===== src/rtl/stopwatch_ctrl_fsm_if.sv =====
// Stopwatch front-panel control bundle: raw buttons and terminal count in,
// datapath control levels/strobes and debug state out.
interface stopwatch_ctrl_fsm_if;
  logic       btn_ss;
  logic       btn_lr;
  logic       at_limit;
  logic       run;
  logic       clr;
  logic       lap;
  logic       show_lap;
  logic [2:0] state;

  modport master (
    output btn_ss, btn_lr, at_limit,
    input  run, clr, lap, show_lap, state
  );

  modport slave (
    input  btn_ss, btn_lr, at_limit,
    output run, clr, lap, show_lap, state
  );
endinterface


===== src/rtl/stopwatch_ctrl_fsm.sv =====
// Stopwatch front-panel controller: synchronises and debounces the start/stop
// and lap/reset buttons, classifies lap/reset presses as short or long, and
// runs a Moore FSM that drives the counter datapath.
// Optional macro LAP_TIMEOUT_EN: LAPVIEW falls back to RUN after
// LAP_HOLD_CYCLES with no other event.
module stopwatch_ctrl_fsm #(
  parameter int DB_CYCLES       = 1000,
  parameter int LONG_CYCLES     = 1500000,
  parameter int LAP_HOLD_CYCLES = 3000000,
  parameter int CNT_W           = 24
) (
  input  logic                clk,
  input  logic                rst,
  stopwatch_ctrl_fsm_if.slave bus
);

  typedef enum logic [2:0] {
    IDLE    = 3'd0,
    RUN     = 3'd1,
    PAUSE   = 3'd2,
    LAPVIEW = 3'd3,
    DONE    = 3'd4
  } state_t;

  localparam logic [CNT_W-1:0] DB_LAST   = CNT_W'(DB_CYCLES - 1);
  localparam logic [CNT_W-1:0] LONG_LAST = CNT_W'(LONG_CYCLES - 1);
  localparam logic [CNT_W-1:0] LONG_N    = CNT_W'(LONG_CYCLES);

  // Counters must be wide enough for every cycle parameter.
  if ((longint'(DB_CYCLES) >= (longint'(1) << CNT_W)) ||
      (longint'(LONG_CYCLES) >= (longint'(1) << CNT_W)) ||
      (longint'(LAP_HOLD_CYCLES) >= (longint'(1) << CNT_W))) begin : g_cnt_w_check
    $error("CNT_W too small for the cycle parameters");
  end

  // Bit 0 = start/stop, bit 1 = lap/reset.
  logic [1:0]            raw, s1, s2, db, db_d, armed;
  logic [1:0][CNT_W-1:0] db_cnt;
  logic [1:0]            fill;
  logic [CNT_W-1:0]      hold;
  logic                  ss_evt, lr_long, lr_short, lim, lap_to;

  state_t st, st_nx;
  logic   clr_nx, lap_nx;
  logic   run_q, clr_q, lap_q, show_q;

  assign raw = {bus.btn_lr, bus.btn_ss};

  // Synchroniser fill count: s2 holds a real button sample only once this reaches 2.
  always_ff @(posedge clk or posedge rst) begin
    if (rst)                fill <= '0;
    else if (fill != 2'd2)  fill <= fill + 2'd1;
  end

  // Two-flop sync, debounce, and release-arming per button. A button only
  // produces events after it has been seen released since reset.
  always_ff @(posedge clk or posedge rst) begin
    if (rst) begin
      s1     <= '0;
      s2     <= '0;
      db     <= '0;
      db_d   <= '0;
      armed  <= '0;
      db_cnt <= '0;
    end else begin
      s1   <= raw;
      s2   <= s1;
      db_d <= db;
      for (int i = 0; i < 2; i++) begin
        if (s2[i] == db[i]) begin
          db_cnt[i] <= '0;
        end else if (db_cnt[i] == DB_LAST) begin
          db[i]     <= s2[i];
          db_cnt[i] <= '0;
        end else begin
          db_cnt[i] <= db_cnt[i] + CNT_W'(1);
        end
        if (fill == 2'd2 && !s2[i] && !db[i]) armed[i] <= 1'b1;
      end
    end
  end

  // Lap/reset hold length; saturating at LONG_CYCLES marks the press as consumed.
  always_ff @(posedge clk or posedge rst) begin
    if (rst)                 hold <= '0;
    else if (!db[1])         hold <= '0;
    else if (hold != LONG_N) hold <= hold + CNT_W'(1);
  end

  assign ss_evt   = armed[0] & db[0] & ~db_d[0];
  assign lr_long  = armed[1] & db[1] & (hold == LONG_LAST);
  assign lr_short = armed[1] & ~db[1] & db_d[1] & (hold != LONG_N);
  assign lim      = bus.at_limit & ((st == RUN) | (st == LAPVIEW));

`ifdef LAP_TIMEOUT_EN
  localparam logic [CNT_W-1:0] HOLD_N = CNT_W'(LAP_HOLD_CYCLES);
  logic [CNT_W-1:0] tmr;

  // LAPVIEW timer: reloaded on every entry (including recapture), counts down in LAPVIEW.
  always_ff @(posedge clk or posedge rst) begin
    if (rst)                                               tmr <= '0;
    else if (st_nx == LAPVIEW && (st != LAPVIEW || lap_nx)) tmr <= HOLD_N;
    else if (st == LAPVIEW && tmr != '0)                   tmr <= tmr - CNT_W'(1);
  end

  assign lap_to = (st == LAPVIEW) && (tmr == CNT_W'(1));
`else
  assign lap_to = 1'b0;
`endif

  // Next state and strobes; priority lr_long > at_limit > ss_evt > lr_short > timeout.
  always_comb begin
    st_nx  = st;
    clr_nx = 1'b0;
    lap_nx = 1'b0;
    if (lr_long) begin
      st_nx  = IDLE;
      clr_nx = 1'b1;
    end else begin
      case (st)
        IDLE: begin
          if (ss_evt) st_nx = RUN;
          else if (lr_short) clr_nx = 1'b1;
        end
        RUN, LAPVIEW: begin
          if (lim)         st_nx = DONE;
          else if (ss_evt) st_nx = PAUSE;
          else if (lr_short) begin
            st_nx  = LAPVIEW;
            lap_nx = 1'b1;
          end else if (lap_to) st_nx = RUN;
        end
        PAUSE: begin
          if (ss_evt) st_nx = RUN;
          else if (lr_short) begin
            st_nx  = IDLE;
            clr_nx = 1'b1;
          end
        end
        DONE: begin
          if (lr_short) begin
            st_nx  = IDLE;
            clr_nx = 1'b1;
          end
        end
        default: st_nx = IDLE;
      endcase
    end
  end

  // State register with registered Moore outputs and strobes.
  always_ff @(posedge clk or posedge rst) begin
    if (rst) begin
      st     <= IDLE;
      run_q  <= 1'b0;
      clr_q  <= 1'b0;
      lap_q  <= 1'b0;
      show_q <= 1'b0;
    end else begin
      st     <= st_nx;
      run_q  <= (st_nx == RUN) || (st_nx == LAPVIEW);
      clr_q  <= clr_nx;
      lap_q  <= lap_nx;
      show_q <= (st_nx == LAPVIEW);
    end
  end

  assign bus.state    = st;
  assign bus.run      = run_q;
  assign bus.clr      = clr_q;
  assign bus.lap      = lap_q;
  assign bus.show_lap = show_q;

endmodule


===== src/flat_wrapper.sv =====
// flat-port wrapper written by rule: the top's interface ports become plain ports
module stopwatch_ctrl_fsm_flat 
#(
  parameter int DB_CYCLES       = 1000,
  parameter int LONG_CYCLES     = 1500000,
  parameter int LAP_HOLD_CYCLES = 3000000,
  parameter int CNT_W           = 24
)
  (clk, rst, bus_btn_ss, bus_btn_lr, bus_at_limit, bus_run, bus_clr, bus_lap, bus_show_lap, bus_state);
  stopwatch_ctrl_fsm_if bus_i ();
  input  logic clk;
  input  logic rst;
  input wire logic [$bits(bus_i.btn_ss)-1:0] bus_btn_ss;
  input wire logic [$bits(bus_i.btn_lr)-1:0] bus_btn_lr;
  input wire logic [$bits(bus_i.at_limit)-1:0] bus_at_limit;
  output wire logic [$bits(bus_i.run)-1:0] bus_run;
  output wire logic [$bits(bus_i.clr)-1:0] bus_clr;
  output wire logic [$bits(bus_i.lap)-1:0] bus_lap;
  output wire logic [$bits(bus_i.show_lap)-1:0] bus_show_lap;
  output wire logic [$bits(bus_i.state)-1:0] bus_state;
  assign bus_i.btn_ss = bus_btn_ss;
  assign bus_i.btn_lr = bus_btn_lr;
  assign bus_i.at_limit = bus_at_limit;
  assign bus_run = bus_i.run;
  assign bus_clr = bus_i.clr;
  assign bus_lap = bus_i.lap;
  assign bus_show_lap = bus_i.show_lap;
  assign bus_state = bus_i.state;
  stopwatch_ctrl_fsm #(.DB_CYCLES(DB_CYCLES), .LONG_CYCLES(LONG_CYCLES), .LAP_HOLD_CYCLES(LAP_HOLD_CYCLES), .CNT_W(CNT_W)) u_core (.clk(clk), .rst(rst), .bus(bus_i));
endmodule

===== config.mk =====
export PLATFORM = sky130hd
export DESIGN_NAME = stopwatch_ctrl_fsm_flat
export DESIGN_NICKNAME = d
export VERILOG_FILES = /design/src/rtl/stopwatch_ctrl_fsm_if.sv /design/src/rtl/stopwatch_ctrl_fsm.sv /design/src/flat_wrapper.sv
export SDC_FILE = /design/constraint.sdc
export NUM_CORES = 1
export LEC_CHECK = 0
export ABC_AREA = 1
export CAP_MARGIN = 25
export CORE_ASPECT_RATIO = 1.2
export CORE_MARGIN = 5
export CORE_UTILIZATION = 45
export CTS_CLUSTER_SIZE = 16
export DETAILED_ROUTE_END_ITERATION = 16
export PLACE_DENSITY = 0.59
export SETUP_SLACK_MARGIN = 0.2
export SLEW_MARGIN = 20
export SYNTH_ARGS = -nofsm -noshare
export SYNTH_HDL_FRONTEND = slang
export SYNTH_SLANG_ARGS = --single-unit

===== constraint.sdc =====
create_clock -name clk -period 2.85 [get_ports clk]
set_input_delay 0.285 -clock clk [delete_from_list [all_inputs] [get_ports clk]]
set_output_delay 0.285 -clock clk [all_outputs]
set_load 0.005 [all_outputs]

# Yosys cells after proc, flatten, opt, wreduce, memory -nomap -nowiden
# Index checks and enable logic that the tools add are counted.
# classes
n_reduce_logical	14
addsub	4
muxes	21
bitwise	13
eq_ne	15
# op_table
operator	n
24-bit two-way mux	6
24-bit by 1-bit adder with 24-bit output (second input constant)	3
24-bit by 10-bit == test with 1-bit output (second input constant)	2
24-bit by 21-bit == test with 1-bit output (second input constant)	1
24-bit by 21-bit inequality test with 1-bit output (second input constant)	1
3-bit two-way mux	7
3-bit one-hot mux with 4 select lines	1
3-bit by 2-bit == test with 1-bit output (second input constant)	3
1-bit AND	8
3-bit by 1-bit == test with 1-bit output (second input constant)	2
1-bit two-way mux	6
1-bit logical AND	4
1-bit zero test	4
2-bit inequality test (second input constant)	2
1-bit NOT	4
2-bit AND reduction	2
2-bit OR reduction	2
3-bit == test (second input constant)	1
3-bit zero test	1
2-bit by 1-bit adder with 2-bit output (second input constant)	1
1-bit == test	2
2-bit == test (second input constant)	1
1-bit one-hot mux with 2 select lines	1
1-bit logical OR	1
1-bit OR	1
# totals
output_inout_bits	7
reg_bits	91
inputBits	5

# Logic depth before layout (Yosys ltp)
# Gate-level depths: netlist of the first run.
# logic_depth
depth_word	11
mapped_depth	10
ltp_nobuf	10

# Worst setup path after synthesis of the first run
# Ideal clock, no wire load.
# synth_path
path_type	flip-flop to flip-flop
from	reg u_core.db_cnt[0] (netlist name)
to	reg u_core.db_cnt[12] (netlist name)
n_path_buf	0
stages_incl_launch_ff	10
t_required_ns	2.729
t_arrival_ns	1.299
path_slack_ns	1.430
synth_period_minus_slack_ns	1.420
cell_sequence	dfrtp_1 > ha_1 > nand2_2 > nor2_2 > nand2_2 > nor2_2 > inv_1 > nor2_1 > xor2_1 > nor2_1
# synth_between
elab_chain_cells	3
# synth_lines
item	line	rtl
from (decl)	stopwatch_ctrl_fsm.sv:38	logic [1:0][CNT_W-1:0] db_cnt;
from (signal, indexed assignment)	stopwatch_ctrl_fsm.sv:76	db_cnt[i] <= db_cnt[i] + CNT_W'(1);
24-bit by 1-bit adder with 24-bit output / 24-bit by 10-bit == test with 1-bit output (equally long branches)	stopwatch_ctrl_fsm.sv:76, stopwatch_ctrl_fsm.sv:72	
24-bit two-way mux (*)	stopwatch_ctrl_fsm.sv:72	end else if (db_cnt[i] == DB_LAST) begin
24-bit two-way mux (*)	stopwatch_ctrl_fsm.sv:70	if (s2[i] == db[i]) begin
# Mark *: on every way between the ends. The rest lies on a longest branch, timed or not.
# A chain may end at the register's enable or synchronous reset.

# Final worst setup path of the first run
# layout_path
from	reg u_core.db[1]
to	reg u_core.show_q (netlist: u_core.bus.show_lap)
# layout_between
elab_chain_cells	10
# layout_lines
item	line	rtl
from (decl)	stopwatch_ctrl_fsm.sv:37	logic [1:0] raw, s1, s2, db, db_d, armed;
from (signal, indexed assignment)	stopwatch_ctrl_fsm.sv:73	db[i] <= s2[i];
1-bit NOT	stopwatch_ctrl_fsm.sv:92	assign lr_short = armed[1] & ~db[1] & db_d[1] & (hold != LONG_N);
1-bit AND (3 in a row)	stopwatch_ctrl_fsm.sv:92	
3-bit two-way mux	stopwatch_ctrl_fsm.sv:128	else if (lr_short) begin
3-bit two-way mux	stopwatch_ctrl_fsm.sv:127	else if (ss_evt) st_nx = PAUSE;
3-bit two-way mux	stopwatch_ctrl_fsm.sv:126	if (lim) st_nx = DONE;
3-bit one-hot mux with 4 select lines	stopwatch_ctrl_fsm.sv:120	case (st)
3-bit two-way mux (*)	stopwatch_ctrl_fsm.sv:116	if (lr_long) begin
3-bit by 2-bit == test with 1-bit output (*)	stopwatch_ctrl_fsm.sv:164	show_q <= (st_nx == LAPVIEW);
to (signal assigned)	stopwatch_ctrl_fsm.sv:164	
to (decl)	stopwatch_ctrl_fsm.sv:45	logic run_q, clr_q, lap_q, show_q;
# Marks and branches as above.

==> impl_results.md, run 1 <==
- # IOs: 12
- Synth cell count leaders: nor2_1, nand2_1, dfrtp_1
- CP Launch Type: flip-flop
- Post_cts resized: 0
- H-tree levels: 3
- Mean Syn Cell Area: ~7.6 um^2
- Row cnt: 42
- HP Class: flip-flop to flip-flop
- # Post-CTS Setup Buffers: 0
- Antenna cells: 0
- Gr usage total: about 18%
- CTS Buf Count: 9
- Gate power share: 2.8%
- Die area: about 0.014 mm^2
- Overflow after GRT: 0
- Crit. End Element: flip-flop
- First drt pass iteration count: 4
- Initial antenna violation count: 0
- Mapped Cells: 671
- Via density: 4.88
- Setup Skew: 0.00806 ns
- FFs w/ async S/R, synth: between 90% and 100%
- Final-stage net count: around 700
- Fillers: about 1100
- Synth-to-Final Area Change: 11.5%
- Internal Power: 1920 uW
- Pin count of the biggest net entering global routing: 50
- Post-Syn Area: between 0.005 and 0.006 mm^2
- Final setup vio count: 0
- WL final: between 10000 and 15000 um
- Synth warn: 0
- Hold_buf cts: 0
- Synth cell types: 35
- Iteration-0 DRC Markers: roughly 220
- Outcome: completed
- Worst-path clk slew: roughly 0.070 ns
- Largest cells by area after synthesis: dfrtp_1, nor2_1, nand2_1
- GP Congestion: approximately 0.95
- Wire per inst: ~13 um
- Starting density of the core: around 46%
- Worst Path Max Fanout: 14
- Share of layout cells above drive strength 1: between 10% and 20%
- Hpwl dp: ~8400 um
- Clock power frac: 45.6%
- Global-route wire length before repair: ~19000 um
- VDD IR max: around 0.00027 V
- Setup TNS: 0 ns
- Vias in the first global route: just over 4000
- Core region area: between 0.01 and 0.015 mm^2
- GR Util met2: between 20% and 30%
- Number of port buffers: 11
- Power per standard cell area: between 400 and 500 mW/mm^2
- CTS tree: built
- Switching power total: approximately 610 uW
- Final min period: roughly 1.8 ns
- RSZ-0062 raised after global routing: false
- Count leader, synth: nor2_1
- Max-cap viol count: 0
- Max Clock Freq: roughly 540 MHz
- Max_slew headroom: 59.6%
- Switching share of power: around a quarter
- Met3 usage: under 10%
- Routed Antenna Nets: 0
- Tightest Pin Transition: slightly above 0.6 ns
- Worst EP required: between 3 and 4 ns
- Most used routing layer: met2
- Die height: around 130 um
- Synth Register Bits: 91
- CTS Buffer Depth: 2
- Worst Setup Path Type: flip-flop to flip-flop
- Final Max Slew Viols: 0
- Post-synth net total: about 680
- WP data arrival: ~2.1 ns
- Yosys top cell by area: dfrtp_1
- Root buffer cell: clkbuf_16
- Hold Slack: approximately 0.34 ns
- Final period utilization: 64.8%
- Post-synth EDFFs: 0
- Met1 GRT Util: 23.8%
- Seq pwr share: about half
- Register area share after synthesis: between 40% and 50%
- Post-synth top flop: dfrtp_1
- Via Count: just over 4000
- Final hold viol count: 0
- Share of the synthesized area in the top cell type: roughly 44%
- Pleak: 0.00237 uW
- # clock sinks: between 90 and 100
- Remaining DRCs: 0
- Die Span X: 107 um
- Worst-Skew Late Latency: around 0.35 ns
==> logic make-up after synthesis <==
family / count (synthesis) / share of synthesized area, %
AND/OR/NAND/NOR: 401 / 36.6
buffers and inverters: 95 / 7.11
flip-flops: 91 / 44.5
AO/OA/AOI/OAI: 42 / 4.25
XOR/XNOR: 37 / 6.33
adder cells (fa/ha/maj): 5 / 1.22
==> area by class of cell <==
type | instances | area, um^2 | share of cell area [%]
sequential | 91 | 2280 | 39.9
clock inverter | 7 | 60.1 | 1.05
tap | 154 | 193 | 3.37
inverter | 89 | 337 | 5.89
clock buffer | 9 | 225 | 3.94
timing repair buffer | 15 | 140 | 2.45
multi-input combinational | 485 | 2480 | 43.4
==> metrics by stage <==
step / power [uW] / area (um^2) / setup WS (ns) / instances / util (%)
CTS: 2580 / 5710 / 0.990 / 850 / 51.5
finish: 2540 / 5710 / 1.00 / 850 / 51.5
floorplan: 1380 / 5120 / 0.201 / 671 / -
global route: 2650 / 5710 / 0.836 / 850 / 51.5
global placement: 1410 / 5430 / 1.08 / 834 / 48.9
detailed placement: 1410 / 5430 / 1.02 / 834 / 48.9
==> critical path, stage by stage, from the launching register on <==
cell      delay (ns)
dfrtp_1         0.66
clkinv_1        0.42
and3_2          0.31
nand2_2         0.09
nand2_1         0.07
nand2_1         0.06
nand2_1         0.08
nor2_2          0.10
==> power by group through the flow <==
| stage | Sequential (uW) | Combinational, uW | Clock (uW) |
|---|---|---|---|
| after floorplan | 1330 | 49.2 | 0 |
| after global placement | 1330 | 74.0 | 0 |
| after detailed placement | 1330 | 74.9 | 0 |
| after CTS | 1310 | 75.1 | 1190 |
| after global routing | 1310 | 84.7 | 1250 |
| final | 1310 | 71.6 | 1160 |
==> layer usage <==
metal	routed length, um	up-vias
li1	-	2166
met2	5350	56
met3	287	13
met1	5340	1916
met5	0	-
met4	129	0
==> registers in the layout, indices dropped and copies added (netlist names), 2 cells and up <==
name,cells
u_core.hold,24
u_core.s1,2
u_core.db,2
u_core.fill,2
u_core.bus.state,3
u_core.s2,2
u_core.db_cnt,48
u_core.armed,2
u_core.db_d,2
==> worst paths after layout <==
check                                    startpoint                             to  slack, ns  cells after the start
setup / recovery           u_core.db[1]$_DFFE_PP0P_  u_core.bus.show_lap$_DFF_PP0_       1.00                      7
hold / removal               u_core.s1[0]$_DFF_PP0_         u_core.s2[0]$_DFF_PP0_       0.34                      0
setup reg to reg           u_core.db[1]$_DFFE_PP0P_  u_core.bus.show_lap$_DFF_PP0_       1.00                      7
hold reg to reg              u_core.s1[0]$_DFF_PP0_         u_core.s2[0]$_DFF_PP0_       0.34                      0
max in group asynchronous                       rst     u_core.hold[4]$_DFFE_PP0P_       1.81                      3
min in group asynchronous                       rst  u_core.bus.state[0]$_DFF_PP0_       0.36                      2
==> cells in the final DEF (no fill, tap or decap), types with 2 or more instances in the layout <==
cell               n
a21oi_1           19
buf_4              4
clkbuf_16          9
clkdlybuf4s50_1   11
clkinv_1           3
clkinvlp_4         3
dfrtp_1           91
ha_1               5
inv_1             78
inv_2              7
inv_6              2
nand2_1          131
nand2_2           12
nand3_1           38
nand3_2            4
nand4_1           22
nor2_1           132
nor2_2            14
nor3_1            15
nor3_2            10
nor4_1             7
nor4_2             2
o21ai_0           16
o21ai_1            4
or2_2              5
xnor2_1            7
xor2_1            30
Note: power is estimated with default switching activity, not from simulation.
==> run 2: changes to the inputs <==
Settings changed: PLACE_DENSITY 0.59 to 0.61.
Clock period 2.85 ns to 1.68 ns, I/O delays scaled along.
==> run 2 against run 1 <==
Net effect: clock skew rose by 0.0017 ns; combinational power increased by 130%; wire length up 8.9%; first-iteration DRC count grew 15%; register-to-register slack worse by 0.86 ns.
==> impl_results.md, run 2 (same netlist as run 1, synthesis figures left out) <==
- Die Span X: 107 um (unchanged)
- Overall Power: 4610 uW (was 2540 uW)
- GP Congestion: 0.936 (was 0.945)
- Iteration-0 DRC Markers: 257 (was 223)
- Worst Path Buf+Inv: 0 (was 1)
- Worst EP required: 1.91 ns (was 3.14 ns)
- Crit-path cells: ha_2, nand2_2, nor2_4, nand3_4, nor2_4, nand3_4, o21ai_1, nor2_1 (was clkinv_1, and3_2, nand2_2, nand2_1, nand2_1, nand2_1, nor2_2)
- Worst Path Max Fanout: 4 (was 14)
- Max reg flops: 48 (unchanged)
- Met1 GRT Util: 23.4% (was 23.8%)
- H-tree levels: 3 (unchanged)
- Core region area: 0.0111 mm^2 (unchanged)
- Power per standard cell area: 720 mW/mm^2 (was 444 mW/mm^2)
- Final period utilization: 91.5% (was 64.8%)
- RSZ-0062 raised after global routing: true (was false)
- Largest delay share family, worst path: simple AND/OR/NAND/NOR gates (unchanged)
- CTS Buf Count: 9 (unchanged)
- Die area: 0.0136 mm^2 (unchanged)
- Multi-input combinational cell area: 0.00282 mm^2 (was 0.00248 mm^2)
- Slowest CP cell: dfrtp_1 (unchanged)
- Max incr delay on CP: 0.42 ns (was 0.66 ns)
- Initial antenna violation count: 0 (unchanged)
- Final setup vio count: 0 (unchanged)
- Overflow after GRT: 0 (unchanged)
- CTS tree: built (unchanged)
- Fillers: 990 (was 1056)
- Routed Antenna Nets: 0 (unchanged)
- Final min period: 1.54 ns (was 1.85 ns)
- Pin count of the biggest net entering global routing: 41 (was 50)
- Max Clock Freq: 651 MHz (was 541 MHz)
- Vias in the first global route: 4241 (was 4042)
- Share of layout cells above drive strength 1: 25.6% (was 11.4%)
- Pleak: 0.00260 uW (was 0.00237 uW)
- # IOs: 12 (unchanged)
- CP Launch Type: flip-flop (unchanged)
- Most used routing layer: met2 (unchanged)
- Outcome: completed (unchanged)
- # clock sinks: 91 (unchanged)
- CTS Buffer Depth: 2 (unchanged)
- Worst Setup Path Type: flip-flop to flip-flop (unchanged)
- Hold_buf cts: 0 (unchanged)
- Max_slew headroom: 71.9% (was 59.6%)
- Max-cap viol count: 0 (unchanged)
- Met3 usage: 2.44% (was 2.49%)
- FF+latch area: 0.00229 mm^2 (was 0.00228 mm^2)
- Placed standard-cell area: 0.00549 mm^2 (was 0.00543 mm^2)
- Via density: 5.12 (was 4.88)
- Die height: 127 um (unchanged)
- Worst r2r src: u_core.hold[0]$_DFFE_PP0P_ (was u_core.db[1]$_DFFE_PP0P_)
- Hpwl dp: 8490 um (was 8410 um)
- Root buffer cell: clkbuf_16 (unchanged)
- VDD IR max: 0.000406 V (was 0.000266 V)
- Hold Slack: 0.165 ns (was 0.345 ns)
- Tightest Pin Transition: 0.418 ns (was 0.606 ns)
- WL final: 12100 um (was 11100 um)
- GR Util met2: 29.7% (was 28.5%)
- Crit. End Element: flip-flop (unchanged)
- Layout Utilization: 57.7% (was 51.5%)
- Final non-filler cell area: 0.00639 mm^2 (was 0.00571 mm^2)
- Antenna cells: 0 (unchanged)
- Gr usage total: 17.8% (was 17.6%)
- Commonest non-fill, non-tap cell in the layout: nand2_1 (was nor2_1)
- Global-route wire length before repair: 19700 um (was 19400 um)
- First drt pass iteration count: 5 (was 4)
- Final Max Slew Viols: 0 (unchanged)
- Setup Skew: 0.00972 ns (was 0.00806 ns)
- Synth-to-Final Area Change: 24.9% (was 11.5%)
- Final-stage net count: 735 (was 701)
- Number of port buffers: 11 (unchanged)
- WP data arrival: 1.77 ns (was 2.13 ns)
- Via Count: 4526 (was 4151)
- Worst setup path startpoint: u_core.hold[0]$_DFFE_PP0P_ (was u_core.db[1]$_DFFE_PP0P_)
- Row cnt: 42 (unchanged)
- Commonest non-fill, non-tap cells in the layout: nand2_1, nor2_1, dfrtp_1, inv_1, buf_4 (was nor2_1, nand2_1, dfrtp_1, inv_1, nand3_1)
- Wire per inst: 13.7 um (was 13.1 um)
- Setup TNS: 0 ns (unchanged)
- Remaining DRCs: 0 (unchanged)
- Biggest register: u_core.db_cnt (unchanged)
- HP Class: input pin to asynchronous set/reset pin (was flip-flop to flip-flop)
- Worst-path clk slew: 0.07 ns (about the same)
- Final hold viol count: 0 (unchanged)
- Starting density of the core: 46.2% (unchanged)
- Worst-Skew Late Latency: 0.34 ns (was 0.35 ns)
-- run 2: cell count changes in the layout (fill, tap and decap cells not counted), sizes merged --
cell	change
inv	-2
buf	+34
clkinvlp	-1
clkinv	+1
bufinv	+2
-- run 2: per-stage QoR --
stage / std cells / setup slack [ns]
after floorplan: 671 / 0.260
after global placement: 839 / 0.102
after detailed placement: 839 / 0.0385
after CTS: 868 / 0.156
after global routing: 884 / 0.0322
final: 884 / 0.143
-- run 2: power by group --
group,internal (uW),switching (uW)
Sequential,2210,14.8
Clock,1310,907
Combinational,55.6,107
-- run 2: repair_timing --
action	4_1_cts	5_1_grt
resized for setup	22	82
setup buffers	13	16
setup endpoints to repair	31	59
pin swaps	11	38
-- run 2: path summary, 6_finish.rpt --
| kind | end | slack, ns | cells past startpoint |
|---|---|---|---|
| min in group clk | u_core.s1[1]$_DFF_PP0_ | 0.26 | 1 |
| setup reg to reg | u_core.hold[22]$_DFFE_PP0P_ | 0.14 | 8 |
| setup / recovery | u_core.hold[22]$_DFFE_PP0P_ | 0.14 | 8 |
| max in group asynchronous | u_core.hold[19]$_DFFE_PP0P_ | 0.98 | 3 |
| hold / removal | u_core.db_cnt[8]$_DFF_PP0_ | 0.17 | 2 |
| hold reg to reg | u_core.s2[0]$_DFF_PP0_ | 0.35 | 0 |
-- run 2: cell type report --
type	count	share of cell area, %
multi-input cells	485	44.1
flip-flops and latches	91	35.8
repair buffers	49	6.69
inverters	89	5.32
clock buffers	9	3.52
well taps	154	3.01
clock inverters	7	1.55
-- run 2: worst register-to-register path, cell delays in order, from the launching register on --
cell and delay (ns):
dfrtp_1 0.42, ha_2 0.22, nand2_2 0.08, nor2_4 0.14, nand3_4 0.12, nor2_4 0.14, nand3_4 0.10, o21ai_1 0.15
nor2_1 0.06
-- run 2: per-layer routing --
layer	share of wire, %	wire length [um]
met5	0	0
met4	2.4	292
met3	2.5	301
met2	50	6070
met1	45	5430
